**src/rtl/noc_pkg.sv**
```systemverilog
// Shared constants, types and request-decode helper for the 5-port NoC switch.
package noc_pkg;

    localparam int unsigned DW     = 8;
    localparam int unsigned NPORT  = 5;
    localparam int unsigned PW     = 3;
    localparam int unsigned NO_REQ = 5;

    localparam int unsigned PORT_L = 0;
    localparam int unsigned PORT_N = 1;
    localparam int unsigned PORT_E = 2;
    localparam int unsigned PORT_S = 3;
    localparam int unsigned PORT_W = 4;

    typedef logic [DW-1:0] flit_t;
    typedef logic [PW-1:0] dest_t;

    // A request from src targets dst only if it names dst and is not a U-turn.
    function automatic logic req_valid(dest_t dest, int unsigned src, int unsigned dst);
        return (32'(dest) < NO_REQ) && (32'(dest) == dst) && (src != dst);
    endfunction

endpackage

```
**src/rtl/rr_arbiter5.sv**
```systemverilog
// Five-way round-robin arbiter: one-hot grant, search starts after the last winner.
module rr_arbiter5
    import noc_pkg::*;
(
    input  logic             clk,
    input  logic             rst_n,
    input  logic [NPORT-1:0] req,
    input  logic             en,
    output logic [NPORT-1:0] grant_c
);

    logic [PW-1:0] ptr;
    logic [PW-1:0] win;
    logic [PW-1:0] cand;
    logic          found;

    // Scan inputs in order ptr+1, ptr+2, ... modulo NPORT.
    always_comb begin
        grant_c = '0;
        win     = ptr;
        cand    = '0;
        found   = 1'b0;
        for (int unsigned k = 1; k <= NPORT; k++) begin
            cand = PW'((32'(ptr) + k) % NPORT);
            if (!found && en && req[cand]) begin
                found = 1'b1;
                win   = cand;
            end
        end
        if (found) begin
            grant_c[win] = 1'b1;
        end
    end

    // Pointer starts at W so that L is searched first.
    always_ff @(posedge clk or negedge rst_n) begin
        if (!rst_n) begin
            ptr <= PW'(PORT_W);
        end else if (found) begin
            ptr <= win;
        end
    end

endmodule

```
**src/rtl/noc_switch.sv**
```systemverilog
// 5-port NoC crossbar: request decode, per-output round-robin arbitration, registered outputs.
module noc_switch
    import noc_pkg::*;
(
    input  logic          clk,
    input  logic          rst,
    input  logic [DW-1:0] In_L,
    input  logic [DW-1:0] In_N,
    input  logic [DW-1:0] In_E,
    input  logic [DW-1:0] In_S,
    input  logic [DW-1:0] In_W,
    input  logic [PW-1:0] request_L,
    input  logic [PW-1:0] request_N,
    input  logic [PW-1:0] request_E,
    input  logic [PW-1:0] request_S,
    input  logic [PW-1:0] request_W,
    input  logic          full_L,
    input  logic          full_N,
    input  logic          full_E,
    input  logic          full_S,
    input  logic          full_W,
    output logic [DW-1:0] Out_L,
    output logic [DW-1:0] Out_N,
    output logic [DW-1:0] Out_E,
    output logic [DW-1:0] Out_S,
    output logic [DW-1:0] Out_W,
    output logic          grant_L,
    output logic          grant_N,
    output logic          grant_E,
    output logic          grant_S,
    output logic          grant_W
);

    flit_t            in_a   [NPORT];
    dest_t            req_a  [NPORT];
    logic [NPORT-1:0] full_v;
    logic [NPORT-1:0] req_m  [NPORT];
    logic [NPORT-1:0] arb_gnt[NPORT];
    flit_t            mux_d  [NPORT];
    logic [NPORT-1:0] gnt_in;
    flit_t            out_q  [NPORT];
    logic [NPORT-1:0] grant_q;

    assign in_a[PORT_L]  = In_L;
    assign in_a[PORT_N]  = In_N;
    assign in_a[PORT_E]  = In_E;
    assign in_a[PORT_S]  = In_S;
    assign in_a[PORT_W]  = In_W;
    assign req_a[PORT_L] = request_L;
    assign req_a[PORT_N] = request_N;
    assign req_a[PORT_E] = request_E;
    assign req_a[PORT_S] = request_S;
    assign req_a[PORT_W] = request_W;
    assign full_v        = {full_W, full_S, full_E, full_N, full_L};

    // req_m[p][i]: input i holds a valid request for output p.
    always_comb begin
        for (int unsigned p = 0; p < NPORT; p++) begin
            req_m[p] = '0;
            for (int unsigned i = 0; i < NPORT; i++) begin
                req_m[p][i] = req_valid(req_a[i], i, p);
            end
        end
    end

    for (genvar p = 0; p < NPORT; p++) begin : g_arb
        rr_arbiter5 u_arb (
            .clk     (clk),
            .rst_n   (rst),
            .req     (req_m[p]),
            .en      (!full_v[p]),
            .grant_c (arb_gnt[p])
        );
    end

    // One-hot grant selects the flit per output; grants OR-reduce per input.
    always_comb begin
        gnt_in = '0;
        for (int unsigned p = 0; p < NPORT; p++) begin
            mux_d[p] = '0;
            for (int unsigned i = 0; i < NPORT; i++) begin
                if (arb_gnt[p][i]) begin
                    mux_d[p] = mux_d[p] | in_a[i];
                end
                gnt_in[i] = gnt_in[i] | arb_gnt[p][i];
            end
        end
    end

    always_ff @(posedge clk or negedge rst) begin
        if (!rst) begin
            for (int unsigned p = 0; p < NPORT; p++) begin
                out_q[p] <= '0;
            end
            grant_q <= '0;
        end else begin
            for (int unsigned p = 0; p < NPORT; p++) begin
                if (|arb_gnt[p]) begin
                    out_q[p] <= mux_d[p];
                end
            end
            grant_q <= gnt_in;
        end
    end

    assign Out_L   = out_q[PORT_L];
    assign Out_N   = out_q[PORT_N];
    assign Out_E   = out_q[PORT_E];
    assign Out_S   = out_q[PORT_S];
    assign Out_W   = out_q[PORT_W];
    assign grant_L = grant_q[PORT_L];
    assign grant_N = grant_q[PORT_N];
    assign grant_E = grant_q[PORT_E];
    assign grant_S = grant_q[PORT_S];
    assign grant_W = grant_q[PORT_W];

endmodule

```
**config.mk**
```make
export PLATFORM = sky130hd
export DESIGN_NAME = noc_switch
export DESIGN_NICKNAME = d
export VERILOG_FILES = /design/src/rtl/noc_pkg.sv /design/src/rtl/rr_arbiter5.sv /design/src/rtl/noc_switch.sv
export SDC_FILE = /design/constraint.sdc
export NUM_CORES = 1
export LEC_CHECK = 0
export ABC_AREA = 1
export BUFFER_PORTS_ARGS = -buffer_cell sky130_fd_sc_hd__clkbuf_2
export CAP_MARGIN = 40
export CORE_MARGIN = 1.5
export CORE_UTILIZATION = 35
export CTS_CLUSTER_SIZE = 14
export DETAILED_ROUTE_END_ITERATION = 8
export PLACE_DENSITY = 0.6
export SLEW_MARGIN = 20
export SYNTH_ARGS = -nofsm -noshare
export SYNTH_HDL_FRONTEND = slang
export SYNTH_SLANG_ARGS = --single-unit
```
**constraint.sdc**
```tcl
create_clock -name clk -period 6.5 [get_ports clk]
set_input_delay 0 -clock clk [delete_from_list [all_inputs] [get_ports clk]]
set_output_delay 0 -clock clk [all_outputs]
set_load 0.1 [all_outputs]
```
==> impl_metrics.csv <==
group,metric,value,unit
critical_path,cp.buffers_inverters,4,
timing,timing.final.crit_share,82.74,%
critical_path,crit_path_start,"g_arb[4].u_arb.ptr[0]",
clock_network,cts_setup_buffers,0,
critical_path,crit_required,6.72,ns
synthesis,synth_area_leaders,"nand2_1 19%, ha_1 15%, dfrtp_1 12%, nand3_1 11%, inv_1 9.6%",
layout,drive_above_1_share,13.57,%
clock_network,clock_sinks,60,
clock_network,clock_latency,0.34,ns
synthesis,synth_seq_area_share,13.56,%
timing,hold_viol,0,
flow_run,cap_violations,0,
clock_network,cts_buffers,9,
layout,n_antenna_cell,0,
critical_path,cpPeakStageDelay,0.73,ns
grt,grt_pass1_vias,11220,
timing,setup_viol,0,
synthesis,synth_cells,1859,
critical_path,r2r_cells,28,
grt,grt_overflow_total,0,
clock_network,root_buffer,"clkbuf_16",
die,start_util,35.41,%
drt,dr.first_iter.drc_count,965,
critical_path,criticalPathCategory,"reg -> reg",
synthesis,synth_most_common_cell,"nand2_1",
timing,slew_violations,0,
critical_path,reg2reg_slack,1.12,ns
synthesis,async_reset_ff_share,100.0,%
hold_path,hold_path.class,"in -> reg",
timing,slew_headroom,44.97,%
die,ios,107,
synthesis,synth_seq_cells,60,
drt,wire_per_inst,14.54,um
placed_design,place_ws,1.150,ns
layout,final_nets,2159,
synthesis,synthTopCellsByCount,"554 x nand2_1, 285 x inv_1, 238 x nand3_1",
drt,vias,12050,
timing,skew,0.005419,ns
timing,rsz0062_at_grt,"false",
synthesis,synth_edf_count,0,
timing,timing.final.ws_setup,1.122,ns
timing,fin_setup_tns,0,ns
timing,tightest_slew,0.8192,ns
critical_path,critPathLaunchType,"register",
critical_path,critical_path_depth,28,
grt,antenna_found_initial,0,
critical_path,crit_arrival,5.60,ns
clock_network,cts_tree,"done",
synthesis,synth_nets,2055,
layout,syn_to_final_growth,11.90,%
synthesis,synth_top_area_cell,"nand2_1",
clock_network,clk_pin_slew,0.05,ns
critical_path,critPathTopFamily,"simple AND/OR/NAND/NOR gates",
die,coreArea,31390,um2
synthesis,ys.flop_type,"dfrtp_1",
die,die_y,181.2,um
placed_design,place.gp.congestion,0.9191,
clock_network,clock_path_buffers,2,
drt,firstDrtPassIters,5,
critical_path,path_common_cell,"nand2_1",
critical_path,worstReg2RegStart,"g_arb[4].u_arb.ptr[0]",
placed_design,dp_hpwl,27760,um
grt,grt_max_degree,61,
placed_design,place.port_buffers,106,
grt,grt_use_total,21.06,%
synthesis,synth-warning-count,0,
critical_path,crit_slowest_cell,"dfrtp_1",
grt,grt_pass1_wl,56590,um
critical_path,cp-end-kind,"register",
drt,antenna_left,0,
drt,routed_wl,34470,um
drt,route.detailed.vias_per_inst,5.085,
critical_path,crit_path_end,"Out_W[0]",
drt,drc,0,
synthesis,ys_types,50,
synthesis,synthesis.area,11120,um2
die,std_cell_rows,65,
die,die_w,181.2,um
clock_network,cts_htree_levels,3,
timing,fin_crit,5.378,ns
synthesis,postSynthAreaPerCell,5.980,um2
timing,fmaxAchievable,185.9,MHz
run_status,status,"finished clean",
timing,hold_slack,0.02518,ns
critical_path,path_max_fanout,18,
critical_path,rr_endpoint,"Out_W[0]",
die,die-area,32840,um2
synthesis,synth_top_area_share,18.71,%
[cell type report]
cell class | instances | area [um2]
multi-input cells | 1463 | 8288
fillers | 3427 | 18950
inverters | 306 | 1149
repair buffers | 123 | 673.1
clock buffers | 12 | 246.5
clock inverters | 4 | 72.57
well taps | 402 | 503.0
flip-flops and latches | 60 | 1508
[cells by family (layout without fill, tap and decap cells)]
group                    after synthesis  in the layout  synth area share [%]
AND/OR/NAND/NOR                     1136           1136                 47.32
AO/OA/AOI/OAI                        148            148                 8.070
buffers and inverters                336            445                 11.89
adder cells (fa/ha/maj)              134            134                 15.22
flip-flops                            60             60                 13.56
XOR/XNOR                              45             45                 3.950
[registers in the layout, summed over array words and instances (netlist names)]
signal and count:
g_arb.u_arb.ptr 15, Out_S 8, Out_W 8, grant_q 5, Out_N 8, Out_E 8, Out_L 8
[cells in the final DEF, fill, tap and decap left out, drive strengths merged, types with 27 or more instances in the layout]
cell type / instances
ha: 132
nand2: 604
clkbuf: 117
xor2: 41
nor2: 173
nor3: 27
o21ai: 86
nand4: 49
inv: 304
nand3: 254
dfrtp: 55
a21oi: 30
[worst min-delay path by stage]
stage | cells after the start | slack (ns) | endpoint | from
final | 3 | 0.03 | Out_L[6] | In_W[6]
after floorplan | 0 | -0.30 | Out_E[0] | rst
after global placement | 2 | 0.22 | g_arb[1].u_arb.ptr[1] | rst
after detailed placement | 2 | 0.23 | g_arb[1].u_arb.ptr[0] | rst
after CTS | 3 | 0.006 | Out_E[6] | In_W[6]
after global routing | 3 | 0.02 | Out_E[6] | In_W[6]
[worst min-delay path: stages]
cell and delay [ns]:
clkbuf_2 0.18, nand2_1 0.07, nand3_1 0.07
[routing by layer]
layer / part of all wire, % / vias to the layer above / routed length, um / global-route usage, %
met5: 0 / - / 0 / 0
met4: 2.2 / 0 / 765 / 5.167
met3: 7.1 / 55 / 2439 / 3.830
met2: 46 / 349 / 16010 / 35.78
met1: 44 / 5516 / 15260 / 27.43
li1: - / 6132 / - / -
[stage by stage]
stage,instance area [um2],cells,util (%)
2_1_floorplan,11120,1859,-
3_3_place_gp,12020,2342,38.27
3_5_place_dp,12030,2345,38.32
4_1_cts,12410,2367,39.53
5_1_grt,12440,2370,39.63
6_report,12440,2370,39.63
[what timing repair did]
action                                 CTS  global route
gates resized for setup                  0             0
hold buffers                             6             0
endpoints found under the hold margin   62             0
Power is not shown: default switching activity piles up to over one toggle a cycle in this logic, so the estimate is an artifact.
